==> config.mk <==
export PLATFORM = sky130hd
export DESIGN_NAME = breg_seq
export DESIGN_NICKNAME = d
export VERILOG_FILES = /design/src/rtl/breg_seq.sv
export SDC_FILE = /design/constraint.sdc
export NUM_CORES = 1
export LEC_CHECK = 0
export ABC_AREA = 1
export CAP_MARGIN = 10
export CORE_ASPECT_RATIO = 0.8
export CORE_MARGIN = 10
export CORE_UTILIZATION = 48
export DETAILED_ROUTE_END_ITERATION = 8
export PLACE_DENSITY = 0.75
export SYNTH_ARGS = -nofsm -noshare
export SYNTH_HDL_FRONTEND = slang
export SYNTH_SLANG_ARGS = --single-unit
==> constraint.sdc <==
create_clock -name clk -period 3.91 [get_ports clk]
set_input_delay 0.391 -clock clk [delete_from_list [all_inputs] [get_ports clk]]
set_output_delay 0.391 -clock clk [all_outputs]
set_load 0.005 [all_outputs]
==> src/rtl/breg_seq.sv <==
// Command sequencer for the 4x8 dual-read/single-write register file: read, execute, write back.
// Optional BREG_SEQ_FLAGS_EN adds registered zero/carry flag outputs.
module breg_seq #(
  parameter int unsigned DW = 8,
  parameter int unsigned AW = 2
) (
  input  logic          clk,
  input  logic          rst,
  input  logic          cmd_valid,
  output logic          cmd_ready,
  input  logic [2:0]    cmd_op,
  input  logic [AW-1:0] cmd_dst,
  input  logic [AW-1:0] cmd_src0,
  input  logic [AW-1:0] cmd_src1,
  input  logic [DW-1:0] cmd_imm,
  output logic [AW-1:0] add_rd0,
  output logic [AW-1:0] add_rd1,
  input  logic [DW-1:0] rd0,
  input  logic [DW-1:0] rd1,
  output logic [AW-1:0] add_wr,
  output logic [DW-1:0] wr_data,
  output logic          wr_n,
  output logic          busy,
  output logic          done
`ifdef BREG_SEQ_FLAGS_EN
  ,
  output logic          flag_z,
  output logic          flag_c
`endif
);

  typedef enum logic [1:0] {S_IDLE, S_READ, S_EXEC, S_WRITE} state_t;
  typedef enum logic [2:0] {
    OP_NOP, OP_MOV, OP_ADD, OP_SUB, OP_AND, OP_OR, OP_XOR, OP_LDI
  } op_t;

  state_t        r_state, w_next;
  op_t           r_op;
  logic [AW-1:0] r_dst;
  logic [DW-1:0] r_imm;
  logic [AW-1:0] r_add_rd0, r_add_rd1;
  logic [DW-1:0] r_opa, r_opb;
  logic [AW-1:0] r_add_wr;
  logic [DW-1:0] r_wr_data;
  logic [DW-1:0] w_result;

  assign add_rd0 = r_add_rd0;
  assign add_rd1 = r_add_rd1;
  assign add_wr  = r_add_wr;
  assign wr_data = r_wr_data;

  always_ff @(posedge clk or posedge rst) begin
    if (rst) r_state <= S_IDLE;
    else     r_state <= w_next;
  end

  // wr_n decodes from registered state only, so async reset releases it at once.
  always_comb begin
    w_next    = r_state;
    cmd_ready = 1'b0;
    busy      = 1'b0;
    done      = 1'b0;
    wr_n      = 1'b1;
    case (r_state)
      S_IDLE: begin
        cmd_ready = 1'b1;
        if (cmd_valid) w_next = S_READ;
      end
      S_READ: begin
        busy   = 1'b1;
        w_next = S_EXEC;
      end
      S_EXEC: begin
        busy   = 1'b1;
        w_next = S_WRITE;
      end
      S_WRITE: begin
        busy   = 1'b1;
        done   = 1'b1;
        wr_n   = (r_op == OP_NOP);
        w_next = S_IDLE;
      end
      default: w_next = S_IDLE;
    endcase
  end

  always_comb begin
    w_result = '0;
    case (r_op)
      OP_NOP:  w_result = r_wr_data;
      OP_MOV:  w_result = r_opa;
      OP_ADD:  w_result = r_opa + r_opb;
      OP_SUB:  w_result = r_opa - r_opb;
      OP_AND:  w_result = r_opa & r_opb;
      OP_OR:   w_result = r_opa | r_opb;
      OP_XOR:  w_result = r_opa ^ r_opb;
      OP_LDI:  w_result = r_imm;
      default: w_result = '0;
    endcase
  end

`ifdef BREG_SEQ_FLAGS_EN
  logic w_carry;

  // Carry of a modular add is set exactly when the sum wrapped below A.
  always_comb begin
    w_carry = 1'b0;
    case (r_op)
      OP_ADD:  w_carry = (w_result < r_opa);
      OP_SUB:  w_carry = (r_opa < r_opb);
      default: w_carry = 1'b0;
    endcase
  end
`endif

  always_ff @(posedge clk or posedge rst) begin
    if (rst) begin
      r_op      <= OP_NOP;
      r_dst     <= '0;
      r_imm     <= '0;
      r_add_rd0 <= '0;
      r_add_rd1 <= '0;
      r_opa     <= '0;
      r_opb     <= '0;
      r_add_wr  <= '0;
      r_wr_data <= '0;
`ifdef BREG_SEQ_FLAGS_EN
      flag_z    <= 1'b0;
      flag_c    <= 1'b0;
`endif
    end else begin
      case (r_state)
        S_IDLE: begin
          if (cmd_valid) begin
            r_op      <= op_t'(cmd_op);
            r_dst     <= cmd_dst;
            r_imm     <= cmd_imm;
            r_add_rd0 <= cmd_src0;
            r_add_rd1 <= cmd_src1;
          end
        end
        S_READ: begin
          r_opa <= rd0;
          r_opb <= rd1;
        end
        S_EXEC: begin
          r_add_wr  <= r_dst;
          r_wr_data <= w_result;
`ifdef BREG_SEQ_FLAGS_EN
          if (r_op != OP_NOP) begin
            flag_z <= (w_result == '0);
            flag_c <= w_carry;
          end
`endif
        end
        default: ;
      endcase
    end
  end

endmodule

=== After elaboration in Yosys (flattened, before gate mapping) ===
Index checks and enable logic that the tools add are counted.

* Output and inout port bits: 18
* Word-level logic and storage cells: 39
* Register bits after elaboration: 45

* Reduce and logical (&&, ||, !) cells: 5
* Multiplexer cells: 7
* Equality and inequality tests: 11
* Bitwise logic cells: 4
* $add $sub $neg: 2

{| class="wikitable"
|+ Operators with widths
! kind !! number
|-
| $pmux W8 S7 || 1
|-
| $eq A3 B3 Y1 const B || 4
|-
| $add A8 B8 Y8 || 1
|-
| $and A8 B8 Y8 || 1
|-
| $or A8 B8 Y8 || 1
|-
| $pmux W2 S4 || 1
|-
| $sub A8 B8 Y8 || 1
|-
| $xor A8 B8 Y8 || 1
|-
| $eq A3 B2 Y1 const B || 2
|-
| $eq A2 B2 Y1 const B || 2
|-
| $mux W1 || 4
|-
| $reduce_and A2 Y1 || 2
|-
| $eq A3 B1 Y1 const B || 1
|-
| $logic_not A3 Y1 || 1
|-
| $reduce_or A3 Y1 || 1
|-
| $eq A2 B1 Y1 const B || 1
|-
| $logic_not A2 Y1 || 1
|-
| $mux W2 || 1
|-
| $ne A2 B2 Y1 const B || 1
|-
| $not A1 Y1 || 1
|}

=== Logic depth before layout (Yosys ltp) ===
Gate-level depths: netlist of the first run.

* Depth after elaboration: 3
* Mapped depth: 17
* Mapped depth without buffers: 17

=== Worst setup path after synthesis of the first run ===
No wires, ideal clock.

* Kind: register to register
* From: reg r_opb[0]
* To: reg r_wr_data[7] (netlist: wr_data[7])
* Arrival: 2.022 ns
* Buffers on the path: 0
* Path slack: 1.772 ns
* Stages on the path, launching flop included: 18
* Cell sequence: dfrtp_1 > inv_1 > ha_1 > inv_1 > o31ai_1 > xor2_1 > inv_1 > ha_1 > nand2_1 > nand2_1 > nand2_1 > nand2_1 > a21oi_1 > nand3_1 > nand3_1 > nand2_1 > nand2_1 > nand2_1

* Cells in the longest elaborated chain, start to end: 2
* Elaborated cells on any way between the ends: 3

{| class="wikitable"
|+ RTL lines
! element !! line !! source
|-
| from (decl) || 42 || <nowiki>logic [DW-1:0] r_opa, r_opb;</nowiki>
|-
| from (signal assigned) || 144 || <nowiki>r_opb <= rd1;</nowiki>
|-
| $sub A8 B8 Y8 or $add A8 B8 Y8 (tied branches) || 93, 92 ||
|-
| $pmux W8 S7 * || 89 || <nowiki>case (r_op)</nowiki>
|-
| to (signal assigned) || 148 || <nowiki>r_wr_data <= w_result;</nowiki>
|-
| to (decl) || 44 || <nowiki>logic [DW-1:0] r_wr_data;</nowiki>
|}

Mark *: on every way between the ends. The rest lies on a longest branch, timed or not.
A chain may end at the register's enable or synchronous reset.

=== Worst setup path after layout of the first run ===
* From: reg r_opb[1]
* To: reg r_wr_data[7] (netlist: wr_data[7])

The elaborated chain is that of the path after synthesis.

==> results.sh, run 1 <==
export IMPL_crit_path_start_kind="flop"
export IMPL_post_route_period_util=0.634
export IMPL_leakagePower_nw=1.70
export IMPL_placedCellCount=455
export IMPL_cts_resized=0
export IMPL_final_cells=463
export IMPL_synth_common_cells="nand2_1, dfrtp_1, inv_1"
export IMPL_clkSinkCount=45
export IMPL_cp_max_fo=5
export IMPL_io_pins=54
export IMPL_clk_latency_ns=0.30
export IMPL_post_dp_hpwl_um=5540
export IMPL_ir_worst_vdd_mv=0.464
export IMPL_hold_class="flop to flop"
export IMPL_drt_iter0_markers=174
export IMPL_ys_seq_elements=45
export IMPL_nNetsFinal=449
export IMPL_period_minus_slack_ns=2.48
export IMPL_setup_viol=0
export IMPL_hold_viol=0
export IMPL_synth_fp_nets=396
export IMPL_rsz0062_at_grt="false"
export IMPL_pwr_density_cell_nw_per_um2=933
export IMPL_fill_cells=497
export IMPL_die_area_um2=9370
export IMPL_postCtsSetupRepairBufs=0
export IMPL_regArea_um2=1130
export IMPL_route_detailed_drc=0
export IMPL_timing_fmax_ghz=0.404
export IMPL_critical_path_endpoint_type="flop"
export IMPL_htree_levels=2
export IMPL_multi_input_area_um2=1480
export IMPL_die_y_um=88.6
export IMPL_overflow=0
export IMPL_grt_pass1_wl_um=12000
export IMPL_via_per_inst=5.05
export IMPL_synthCells=331
export IMPL_drtPass1Iterations=4
export IMPL_synth_edf_count=0
export IMPL_port_buffers=53
export IMPL_yosysMostFrequentCell="nand2_1"
export IMPL_synth_top_area_share=0.399
export IMPL_finalHoldWorstSlack_ns=0.492
export IMPL_grt_max_degree=46
export IMPL_path_class="flop to flop"
export IMPL_postSynthAreaPerCell_um2=8.53
export IMPL_vias=2339
export IMPL_tightestPinTransition_ns=1.01
export IMPL_tritoncts="done"
export IMPL_status="finished clean"
export IMPL_synthArstFlopShare=1.00
export IMPL_drt_wl_total_um=7130
export IMPL_slew_violations=0
export IMPL_final_cell_area_um2=3510
export IMPL_yosysTopAreaCell="dfrtp_1"
export IMPL_grt_total_usage=0.159
export IMPL_netlist_area_um2=2820
export IMPL_ys_flop_type="dfrtp_1"
export IMPL_die_w_um=106
export IMPL_clkTransAtPathRegs_ns=0.09
export IMPL_syn_to_final_growth_pct=24.4
export IMPL_antenna_left=0
export IMPL_drive_above_1_share=0.0857
export IMPL_required_ns=4.12
export IMPL_grt_antenna_before_repair=0
export IMPL_cts_buffer_depth=2
export IMPL_antenna_cells=0
export IMPL_clock_skew_final_ns=0.00906
export IMPL_grt_pass1_vias=2459
export IMPL_yosysSeqAreaShare=0.399
export IMPL_yosys_warnings=0
export IMPL_final_setup_tns_ns=0
export IMPL_root_buffer="clkbuf_8"
export IMPL_gp_congestion=0.933
export IMPL_core_um2=5590
export IMPL_arrival_ns=2.68
export IMPL_yosys_top_cells_area="dfrtp_1, ha_1, nand2_1, inv_1, o21ai_0"
export IMPL_drv_cap=0
export IMPL_cts_made_buffers=5
export IMPL_post_drt_wl_per_cell_um=15.4
export IMPL_rows=24
export IMPL_slew_headroom=0.325
export IMPL_synth_cell_types=35
export IMPL_placed_cell_area_um2=3410
export IMPL_start_util=0.505
export IMPL_cts_hold_buf=0
[registers in the layout, indices dropped and copies added (netlist names)]
signal,cells
r_imm,8
r_dst,2
r_state,2
add_rd1,2
r_op,3
add_rd0,2
add_wr,2
r_opb,8
wr_data,8
r_opa,8
[layout by cell type, fill, tap and decap left out, drive strengths merged, types with 2 or more instances in the layout]
cell type	instances
a21oi	23
clkbuf	7
clkdlybuf4s50	53
dfrtp	45
ha	28
inv	47
mux2	12
nand2	74
nand3	15
nand4	3
nor2	22
nor3	3
o2111ai	3
o21ai	30
o2bb2ai	2
o31ai	2
xnor2	2
xor2	6
[cell families after synthesis]
family,share of synthesized area
AO/OA/AOI/OAI,0.130
XOR/XNOR,0.0248
adder cells (fa/ha/maj),0.131
AND/OR/NAND/NOR,0.190
buffers and inverters,0.0771
flip-flops,0.399
multiplexers,0.0479
[area by class of cell]
cell class	count	area share
clock buffer	7	0.0274
inverter	46	0.0492
timing repair buffer	53	0.151
sequential	45	0.321
clock inverter	1	0.00249
tap	78	0.0278
multi-input combinational	233	0.421
[worst paths after layout]
| path | from | to | slack, ns | depth (start not counted) |
|---|---|---|---|---|
| setup / recovery | r_opb[1] | wr_data[7] | 1.43 | 17 |
| hold / removal | wr_data[2] | wr_data[2] | 0.49 | 2 |
| setup reg to reg | r_opb[1] | wr_data[7] | 1.43 | 17 |
| hold reg to reg | wr_data[2] | wr_data[2] | 0.49 | 2 |
| max in group asynchronous | rst | add_wr[1] | 2.71 | 2 |
| min in group asynchronous | rst | r_imm[3] | 0.61 | 2 |
[stage by stage]
| stage | util | total power [mW] | setup WS [ns] |
|---|---|---|---|
| 6_report | 0.629 | 3.28 | 1.43 |
| 5_1_grt | 0.629 | 3.62 | 1.21 |
| 4_1_cts | 0.629 | 3.29 | 1.46 |
| 3_5_place_dp | 0.610 | 2.94 | 1.48 |
| 3_3_place_gp | 0.610 | 2.87 | 1.48 |
| 2_1_floorplan | - | 2.32 | 1.77 |
[worst max-delay path, cell delays in order (launching register included)]
cell,delay (ns)
dfrtp_1,0.41
inv_1,0.13
ha_1,0.18
inv_1,0.05
o31ai_1,0.31
xor2_1,0.18
inv_1,0.06
ha_1,0.33
nand2_1,0.09
nand2_1,0.06
nand2_1,0.08
nand2_1,0.05
a21oi_1,0.14
nand3_1,0.08
nand3_1,0.07
nand2_1,0.05
nand2_1,0.06
nand2_1,0.05
[layer usage]
layer  vias to the layer above  global-route usage  part of all wire
met3                        11              0.0443             0.072
met1                      1071               0.201              0.47
li1                       1187                   -                 -
met4                         0              0.0601             0.022
met5                         -                   0                 0
met2                        70               0.255              0.43
[where the power goes]
| part | total (mW) | switching, mW | leakage [nW] | internal [mW] |
|---|---|---|---|---|
| Clock | 0.333 | 0.170 | 0.0549 | 0.163 |
| Sequential | 0.913 | 0.214 | 0.533 | 0.699 |
| Combinational | 2.03 | 1.15 | 1.11 | 0.879 |
| Total | 3.28 | 1.53 | 1.70 | 1.74 |
No activity file was read; power rests on OpenSTA's default activity.
==> run 2, diff against run 1 <==
==> constraint.sdc (replaced) <==
create_clock -name clk -period 2.5 [get_ports clk]
set_input_delay 0.25 -clock clk [delete_from_list [all_inputs] [get_ports clk]]
set_output_delay 0.25 -clock clk [all_outputs]
set_load 0.005 [all_outputs]
==> run 2 against run 1 <==
Net effect:
- combinational power is 64% higher
- sequential cell count stayed put
- via count is 3.6% higher
- maximum frequency is 8.8% higher
- utilization is 0.99 points higher
- sequential share of layout area is 0.46 points lower
- count of clock-buffer cells in the layout is 2 lower
- setup slack worse by 1.2 ns
- hold slack worse by 0.17 ns
- sequential power is 53% higher
- routed wire length is 1.6% higher
- largest cell class unchanged
==> results.sh, run 2 (synthesized netlist as in run 1, its figures left out) <==
export IMPL_status="finished clean"
export IMPL_wl_met3_um=493
export IMPL_path_class="flop to flop"
export IMPL_wl_met1_um=3320
export IMPL_clkTransAtPathRegs_ns=0.10
export IMPL_final_cell_mix="nand2_1, clkdlybuf4s50_1, dfrtp_1"
export IMPL_core_um2=5590
export IMPL_final_setup_tns_ns=0
export IMPL_post_drt_wl_per_cell_um=15.4
export IMPL_rr_worst_depth=12
export IMPL_arrival_ns=2.50
export IMPL_pwr_density_cell_nw_per_um2=1460
export IMPL_cts_made_buffers=5
export IMPL_cpPeakStageDelay_ns=0.43
export IMPL_post_route_period_util=0.910
export IMPL_port_buffers=53
export IMPL_gp_congestion=0.965
export IMPL_ir_worst_vdd_mv=0.679
export IMPL_path_common_cell="inv_1"
export IMPL_cp_max_fo=5
export IMPL_rows=24
export IMPL_crit_path_start_kind="flop"
export IMPL_vias=2423
export IMPL_clkSinkCount=45
export IMPL_met2_length_um=3330
export IMPL_root_buffer="clkbuf_8"
export IMPL_dp_slack_ns=0.158
export IMPL_totalPowerFinal_mw=5.19
export IMPL_slowest_stage="dfrtp_1"
export IMPL_hold_class="input port to async pin"
export IMPL_start_util=0.505
export IMPL_p_comb_frac=0.639
export IMPL_post_dp_hpwl_um=5650
export IMPL_highest_layer="met4"
export IMPL_intPower_mw=2.74
export IMPL_slew_headroom=0.525
export IMPL_antenna_cells=0
export IMPL_period_minus_slack_ns=2.28
export IMPL_io_pins=54
export IMPL_final_common_cell="nand2_1"
export IMPL_hold_viol=0
export IMPL_grt_max_degree=29
export IMPL_drt_wl_total_um=7240
export IMPL_tritoncts="done"
export IMPL_cts_hold_buf=0
export IMPL_drv_cap=0
export IMPL_timing_fmax_ghz=0.439
export IMPL_swShare=0.471
export IMPL_required_ns=2.73
export IMPL_p_switching_mw=2.45
export IMPL_worst_slack_ns=0.224
export IMPL_clk_latency_ns=0.31
export IMPL_syn_to_final_growth_pct=26.3
export IMPL_nNetsFinal=455
export IMPL_setup_viol=0
export IMPL_cts_resized=0
export IMPL_antenna_left=0
export IMPL_postCtsSetupRepairBufs=0
export IMPL_pwr_share_seq=0.270
export IMPL_clock_skew_final_ns=0.0108
export IMPL_tightestPinTransition_ns=0.712
export IMPL_cts_buffer_depth=2
export IMPL_grt_total_usage=0.159
export IMPL_die_y_um=88.6
export IMPL_grt_antenna_before_repair=0
export IMPL_drtPass1Iterations=4
export IMPL_drive_above_1_share=0.115
export IMPL_drt_iter0_markers=156
export IMPL_critical_path_endpoint_type="flop"
export IMPL_finalHoldWorstSlack_ns=0.321
export IMPL_crit_chain="inv_2 > ha_1 > inv_1 > o31ai_2 > xor2_1 > inv_1 > ha_4 > nand2_1 > or2_2 > nand4_1 > nand3_1 > a21oi_1"
export IMPL_leakagePower_nw=1.72
export IMPL_clockPowerShare=0.090
export IMPL_overflow=0
export IMPL_slew_violations=0
export IMPL_fill_cells=484
export IMPL_route_detailed_drc=0
export IMPL_grt_pass1_vias=2543
export IMPL_htree_levels=2
export IMPL_die_w_um=106
export IMPL_via_per_inst=5.17
export IMPL_die_area_um2=9370
export IMPL_rsz0062_at_grt="false"
export IMPL_grt_pass1_wl_um=12100
[run 2: changes by cell type in the layout (fill, tap and decap cells not counted), sizes merged]
cell,delta
inv,-1
clkbuf,-2
buf,+6
clkinv,+3
[run 2: worst paths after layout]
kind | from | to | slack (ns)
worst max-delay path | r_opb[0] | wr_data[6] | 0.22
worst min-delay path | rst | r_imm[5] | 0.32
worst max register to register | r_opb[0] | wr_data[6] | 0.22
worst min register to register | wr_data[5] | wr_data[5] | 0.50
max in group asynchronous | rst | r_imm[4] | 1.61
min in group clk | rd0[7] | r_opa[7] | 0.49
[run 2: through the flow]
| step | area [µm²] | utilization | std cells |
|---|---|---|---|
| floorplan | 2820 | - | 331 |
| global placement | 3450 | 0.618 | 461 |
| detailed placement | 3450 | 0.618 | 461 |
| CTS | 3540 | 0.634 | 469 |
| global route | 3570 | 0.638 | 469 |
| finish | 3570 | 0.638 | 469 |
[run 2: area by class of cell]
type / instances / area, µm² / share of cell area
repair buffers: 59 / 576 / 0.161
clock buffers: 5 / 68.8 / 0.0193
multi-input cells: 233 / 1500 / 0.421
clock inverters: 3 / 22.5 / 0.00632
inverters: 46 / 173 / 0.0484
well taps: 78 / 97.6 / 0.0274
flip-flops and latches: 45 / 1130 / 0.316
[run 2: power by group through the flow]
stage	clock network, mW	logic [mW]	registers, mW
after floorplan	0	2.30	1.32
after global placement	0	3.13	1.38
after detailed placement	0	3.23	1.39
after CTS	0.477	3.25	1.38
after global routing	0.506	3.79	1.45
final	0.469	3.32	1.40
[run 2: layer usage]
metal,up-vias,track usage
met5,-,0
met4,0,0.0515
met3,10,0.0436
met2,77,0.271
met1,1132,0.193
li1,1204,-
[run 2: worst max-delay path, delay by kind of cell, from the launching register on]
kind / cells / cell delay [ns]
and+or+nand+nor: 4 / 0.51
adders and majority gates: 2 / 0.46
DFF: 1 / 0.43
AOI/OAI and AO/OA: 2 / 0.37
buffers and inverters: 3 / 0.25
xor gates and xnor gates: 1 / 0.16
